### config.mk
export PLATFORM = sky130hd
export DESIGN_NAME = fetch_queue
export DESIGN_NICKNAME = d
export VERILOG_FILES = /design/src/rtl/fetch_queue.sv
export SDC_FILE = /design/constraint.sdc
export NUM_CORES = 1
export LEC_CHECK = 0
export BUFFER_PORTS_ARGS = -buffer_cell sky130_fd_sc_hd__buf_2
export CAP_MARGIN = 20
export CORE_ASPECT_RATIO = 0.8
export CORE_MARGIN = 8
export CORE_UTILIZATION = 50
export DETAILED_ROUTE_END_ITERATION = 10
export PLACE_DENSITY = 0.83
export SETUP_SLACK_MARGIN = 0.1
export SYNTH_ARGS = -nofsm -noshare
export SYNTH_HDL_FRONTEND = slang
export SYNTH_SLANG_ARGS = --single-unit
### constraint.sdc
create_clock -name clk -period 8.6 [get_ports clk]
set_clock_uncertainty 0.15 [all_clocks]
set_input_delay 0.86 -clock clk [delete_from_list [all_inputs] [get_ports clk]]
set_output_delay 0.86 -clock clk [all_outputs]
set_load 0.02 [all_outputs]
### src/rtl/fetch_queue.sv
// fetch_queue: IF-stage program counter, instruction-memory address and prefetch FIFO toward ID.
// Optional macro FETCH_BYPASS_EN forwards imem_data straight to decode while the FIFO is empty.
module fetch_queue #(
    parameter int unsigned DEPTH    = 4,
    parameter logic [31:0] RESET_PC = 32'd0
) (
    input  logic        clk,
    input  logic        rst,
    output logic [31:0] imem_addr,
    input  logic [31:0] imem_data,
    input  logic        redirect,
    input  logic [31:0] redirect_pc,
    input  logic        id_ready,
    output logic        id_valid,
    output logic [31:0] id_instr,
    output logic [31:0] id_pc
);

    // DEPTH must be a power of two so the pointers wrap for free.
    localparam int unsigned PTR_W = (DEPTH > 1) ? $clog2(DEPTH) : 1;
    localparam int unsigned CNT_W = PTR_W + 1;
    localparam logic [CNT_W-1:0] FULL_CNT = CNT_W'(DEPTH);

    logic [31:0]      pc_q, pc_d;
    logic [PTR_W-1:0] rd_ptr_q, rd_ptr_d;
    logic [PTR_W-1:0] wr_ptr_q, wr_ptr_d;
    logic [CNT_W-1:0] count_q, count_d;

    logic [31:0] instr_mem_q [DEPTH];
    logic [31:0] pc_mem_q    [DEPTH];

    logic fifo_empty;
    logic fifo_full;
    logic bypass;
    logic pop;
    logic fifo_pop;
    logic fetch;
    logic push;

    assign imem_addr = pc_q;

    always_comb begin
        fifo_empty = (count_q == '0);
        fifo_full  = (count_q == FULL_CNT);
`ifdef FETCH_BYPASS_EN
        bypass     = fifo_empty & ~rst & ~redirect;
`else
        bypass     = 1'b0;
`endif
        id_valid   = ~fifo_empty | bypass;
        id_instr   = bypass ? imem_data : instr_mem_q[rd_ptr_q];
        id_pc      = bypass ? pc_q : pc_mem_q[rd_ptr_q];

        pop        = id_valid & id_ready;
        fifo_pop   = pop & ~fifo_empty;
        fetch      = ~redirect & (~fifo_full | pop);
        // A bypassed instruction taken by decode this cycle never occupies a slot.
        push       = fetch & ~(bypass & id_ready);
    end

    always_comb begin
        pc_d     = pc_q;
        rd_ptr_d = rd_ptr_q;
        wr_ptr_d = wr_ptr_q;
        count_d  = count_q;
        if (redirect) begin
            // Any pop this cycle still completes; only younger work is squashed.
            pc_d     = redirect_pc;
            rd_ptr_d = '0;
            wr_ptr_d = '0;
            count_d  = '0;
        end else begin
            if (fetch) begin
                pc_d = pc_q + 32'd1;
            end
            if (push) begin
                wr_ptr_d = wr_ptr_q + 1'b1;
            end
            if (fifo_pop) begin
                rd_ptr_d = rd_ptr_q + 1'b1;
            end
            count_d = count_q + CNT_W'(push) - CNT_W'(fifo_pop);
        end
    end

    always_ff @(posedge clk or posedge rst) begin
        if (rst) begin
            pc_q     <= RESET_PC;
            rd_ptr_q <= '0;
            wr_ptr_q <= '0;
            count_q  <= '0;
            for (int i = 0; i < int'(DEPTH); i++) begin
                instr_mem_q[i] <= '0;
                pc_mem_q[i]    <= '0;
            end
        end else begin
            pc_q     <= pc_d;
            rd_ptr_q <= rd_ptr_d;
            wr_ptr_q <= wr_ptr_d;
            count_q  <= count_d;
            if (push) begin
                instr_mem_q[wr_ptr_q] <= imem_data;
                pc_mem_q[wr_ptr_q]    <= pc_q;
            end
        end
    end

endmodule

Word level (Yosys, flattened, before mapping)

Cells that the tools add are included.

Add/subtract/negate cells: 5
Bitwise operators: 9
Multiply operators: 0
Div/mod/pow operators: 0
Eq/ne operators: 1
Magnitude comparators: 3
Shifts and indexed selects: 0
Reduce and logical (&&, ||, !) cells: 4
Mux-type cells: 17

Operators with widths:

| operator                                                                      | number |
|---|---|
| 128-bit bitwise mux                                                           | 2 |
| 32-bit 2-to-1 mux                                                             | 7 |
| 32-bit binary-select mux with 2-bit select                                    | 2 |
| 32-bit demux with 2-bit select                                                | 1 |
| 32-bit by 1-bit adder with 32-bit output (second input constant)              | 1 |
| 2-bit 2-to-1 mux                                                              | 4 |
| 3-bit greater-or-equal comparator (second input constant)                     | 2 |
| 2-bit NOT with 3-bit output                                                   | 2 |
| 2-bit by 1-bit adder with 2-bit output (second input constant)                | 2 |
| 2-bit nonzero test                                                            | 2 |
| 3-bit by 1-bit adder with 3-bit output                                        | 1 |
| 1-bit AND                                                                     | 3 |
| 3-bit == test (second input constant)                                         | 1 |
| 3-bit zero test                                                               | 1 |
| 3-bit by 1-bit less-than comparator with 1-bit output (second input constant) | 1 |
| 3-bit 2-to-1 mux                                                              | 1 |
| 1-bit NOT                                                                     | 3 |
| 3-bit by 1-bit subtractor with 3-bit output                                   | 1 |
| 1-bit logical AND                                                             | 1 |
| 1-bit bitwise OR                                                              | 1 |

Bits in latches: 0
Word-level logic and storage cells: 51
Output and inout port bits: 97
Bits in registers: 295
Memories kept: 0
Input bits: 68
Bits in read-only memories: 0
Bits in writable memories: 0

Logic depth before layout (Yosys ltp)

Depth in word-level cells: 8
Mapped depth: 11
Mapped depth without buffers: 11

Least setup slack after synthesis

No wires, ideal clock.

Path kind: in2reg
Start point: input port id_ready
End point: register count_q[2]
Arrival time: 2.651 ns
Stages on the path: 11
Required time: 8.318 ns
Buffers on the path: 0
Library setup time: 0.132 ns
Path slack: 5.667 ns
Path through: nor4b_2 nor2_1 inv_1 ha_1 inv_1 ha_1 inv_1 fa_1 xor2_1 xnor2_1 nor2_1

Word-level cells in the longest chain between the ends: 6
Elaborated cells on any way between the ends: 7
Those cells by class: add/sub: 2; mux: 1; bitwise: 4

RTL lines:

| element                                         | line | RTL |
|---|---|---|
| start: declaration                              | 13   | `input logic id_ready,` |
| 1-bit AND (*)                                   | 54   | `pop = id_valid & id_ready;` |
| 1-bit bitwise OR                                | 56   | `fetch = ~redirect & (~fifo_full \| pop);` |
| 1-bit AND                                       | 56   |  |
| 3-bit by 1-bit adder with 3-bit output          | 82   | `count_d = count_q + CNT_W'(push) - CNT_W'(fifo_pop);` |
| 3-bit by 1-bit subtractor with 3-bit output (*) | 82   |  |
| 3-bit 2-to-1 mux (*)                            | 66   | `if (redirect) begin` |
| via count_d[2]                                  | 27   | `logic [CNT_W-1:0] count_q, count_d;` |
| end signal: assignment                          | 100  | `count_q <= count_d;` |
| end: declaration                                | 27   |  |

The timed path passes the listed nets; every way through them passes the cells marked *.
A chain may end at the register's enable or synchronous reset.

Worst setup path in the final report

Start point: register rd_ptr_q[0]
End point: output port id_instr[31]

Word-level cells in the longest chain between the ends: 4

RTL lines:

| element                                               | line | RTL |
|---|---|---|
| start: declaration                                    | 25   | `logic [PTR_W-1:0] rd_ptr_q, rd_ptr_d;` |
| start signal: assignment                              | 98   | `rd_ptr_q <= rd_ptr_d;` |
| 2-bit NOT with 3-bit output (not written as such)     | 51   | `id_instr = bypass ? imem_data : instr_mem_q[rd_ptr_q];` |
| 32-bit binary-select mux with 2-bit select            | 51   |  |
| 32-bit 2-to-1 mux (not written as such) (2 in series) | 51   |  |
| end: declaration                                      | 15   | `output logic [31:0] id_instr,` |

Every way passes these cells. The select of a mux whose other input is x is not followed.

==> flow_summary.ini <==
[layout]
syn2layout_area_growth_pct = 16.3
final_nets = 1093
instances_no_fill = 1398
final_layout_size_suffix_gt1_frac = 0.535
layout_common_cells = 293 x dfrtp_1, 257 x mux2_2, 164 x buf_2, 64 x mux4_2, 45 x nand2_1
final_common_cell = dfrtp_1

[yosys]
yosysUniqueCellTypes = 38
synth.cell_area_um2 = 13200
postSynthNetCount = 957
synthFlopType = dfrtp_1
avgSynthCellArea_um2 = 15.0
ys_seq_area_frac = 0.558
ys_ff_latch = 295
synth_warnings = 0
syn_inst = 881
synth_edf_count = 0
async_reset_ff_frac = 1.00

[cts]
hold_buffers = 0
clk_path_buf_depth = 3
path_clk_slew_ns = 0.06
cts_resized = 0
clockRootBuffer = clkbuf_16
insertion_delay_ns = 0.54
cts_tree = yes
numCtsBuffers = 30
clock_sinks = 295
cts_setup_buffers = 0
htreeDepth = 1

[global_route]
grt-ovfl-total = 0
grt_pass1_vias = 8569
antenna_found_initial = 2
grt_pass1_wl_um = 48100
grt_start_max_net_pins = 190
grt.total_usage = 0.188

[routing]
wl_um = 29700
vias = 7753
route.antenna.remaining_nets = 0
drtPass1Iterations = 6
drt_iter0_drc = 408
detail_route.wl_per_cell_um = 21.2
drc = 0
vias_per_cell = 5.55

[worst_setup_path]
crit_start = rd_ptr_q[0]$_DFFE_PP0P_
timing.rr.start = count_q[1]$_DFF_PP0_
arrival_ns = 2.80
critPathKind = reg2out
crit_path_end_kind = primary output
r2r-end = count_q[2]$_DFF_PP0_
start_kind = flop
cp_max_fo = 43
regToRegSetupSlack_ns = 5.80
path_cells = buf_4 -> mux4_2 -> buf_2
required_ns = 7.59
endpoint = id_instr[31]
slowest_delay_ns = 0.75
rr_worst_depth = 11
slowest_stage = dfrtp_4

[die]
coreArea_um2 = 26100
die_area_um2 = 31900
initial_core_util = 0.506
die_h_um = 161
rows = 53
fp.dieW_um = 198
ios = 165

[sta]
maxSlewViolCount = 0
relSlewSlack = 0.253
hold_ws_ns = 0.254
fmaxAchievable_ghz = 0.262
worst_slew_pin_slew_ns = 1.12
hold_viol = 0
finalCritPeriodShare = 0.443
finalSetupViolCount = 0
min_period_ns = 3.81
rsz0062_at_grt = false
tns_ns = 0

[power]
vdd_drop_max_mv = 0.232
p_per_area_nw_per_um2 = 375
leakage_uw = 0.00658

[placed_design]
gp_congestion = 0.791
dp_cells = 1341
port_buffers = 164
dpl.hpwl_um = 18400

[min_path]
hp-class = in2async

[flow_run]
cap_violations = 0

[status]
outcome = complete, no violations
==> cells in the mapped netlist, types with 2 or more instances <==
library cell | count | area, µm²
dfrtp_1 | 295 | 7380
mux2_2 | 257 | 2890
mux4_2 | 64 | 1440
nand2_1 | 45 | 169
buf_2 | 34 | 170
xnor2_1 | 30 | 263
o21ai_0 | 27 | 135
clkbuf_1 | 24 | 90.1
nor2_1 | 15 | 56.3
inv_1 | 13 | 48.8
nor3_1 | 13 | 65.1
ha_1 | 7 | 87.6
nand3_1 | 6 | 30.0
and2_1 | 5 | 31.3
xor2_1 | 5 | 43.8
buf_1 | 4 | 15.0
nand4_1 | 4 | 25.0
o21ai_1 | 4 | 20.0
clkbuf_2 | 2 | 10.0
nand4_2 | 2 | 25.0
nor4_1 | 2 | 12.5
nor4_2 | 2 | 25.0
or2_2 | 2 | 12.5
or3_1 | 2 | 12.5
or4_1 | 2 | 15.0
or4b_1 | 2 | 20.0
or4b_2 | 2 | 20.0
==> metrics by stage <==
| step | worst slack (ns) | total power (µW) | utilization | instance area, µm² |
|---|---|---|---|---|
| floorplan | 3.67 | 3800 | - | 13200 |
| global placement | 5.28 | 4300 | 0.546 | 14300 |
| detailed placement | 5.23 | 4400 | 0.546 | 14300 |
| CTS | 4.69 | 5830 | 0.587 | 15300 |
| global route | 4.57 | 6080 | 0.589 | 15400 |
| finish | 4.79 | 5760 | 0.589 | 15400 |
==> cells by family after synthesis <==
logic type               count (synthesis)  synth area share
AO/OA/AOI/OAI                           32            0.0121
XOR/XNOR                                35            0.0232
adder cells (fa/ha/maj)                  8           0.00814
buffers and inverters                   79            0.0264
flip-flops                             295             0.558
multiplexers                           322             0.329
AND/OR/NAND/NOR                        110            0.0434
==> cell type report <==
| cell class | count | area, µm² |
|---|---|---|
| Antenna cell | 1 | 2.50 |
| Clock buffer | 46 | 912 |
| Clock inverter | 9 | 173 |
| Fill cell | 2066 | 10700 |
| Inverter | 13 | 52.6 |
| Multi-Input combinational cell | 507 | 5500 |
| Sequential cell | 295 | 7390 |
| Tap cell | 357 | 447 |
| Timing Repair Buffer | 170 | 898 |
==> layer usage <==
metal  part of all wire  global-route usage
met4              0.019              0.0427
met3              0.050              0.0381
met5            0.00044                   0
met2               0.48               0.307
met1               0.45               0.255
==> registers in the layout (all words and copies together), names as in the netlist <==
| name | flops |
|---|---|
| instr_mem_q | 128 |
| imem_addr | 32 |
| rd_ptr_q | 2 |
| count_q | 3 |
| pc_mem_q | 128 |
| wr_ptr_q | 2 |
==> worst max-delay path: cells and delay by family, from the launching register on <==
| family | cells | cell delay (ns) |
|---|---|---|
| buffers and inverters | 2 | 0.88 |
| flip-flops | 1 | 0.75 |
| multiplexers | 1 | 0.61 |
==> report_power, final <==
part | total (µW) | switching [µW] | leakage [µW] | internal, µW
registers | 2390 | 386 | 0.00358 | 2010
clock network | 1400 | 529 | 0.000530 | 876
logic | 1960 | 907 | 0.00246 | 1060
==> worst min path at each step <==
stage                              endpoint  slack [ns]  depth (start not counted)
2_1_floorplan   instr_mem_q[32]$_DFFE_PP0P_        0.33                          1
3_3_place_gp    instr_mem_q[58]$_DFFE_PP0P_        0.33                          1
3_5_place_dp       pc_mem_q[71]$_DFFE_PP0P_        0.34                          1
4_1_cts        instr_mem_q[113]$_DFFE_PP0P_        0.25                          2
5_1_grt         instr_mem_q[92]$_DFFE_PP0P_        0.27                          2
6_report        instr_mem_q[60]$_DFFE_PP0P_        0.25                          2
Note: power is estimated with default switching activity, not from simulation.
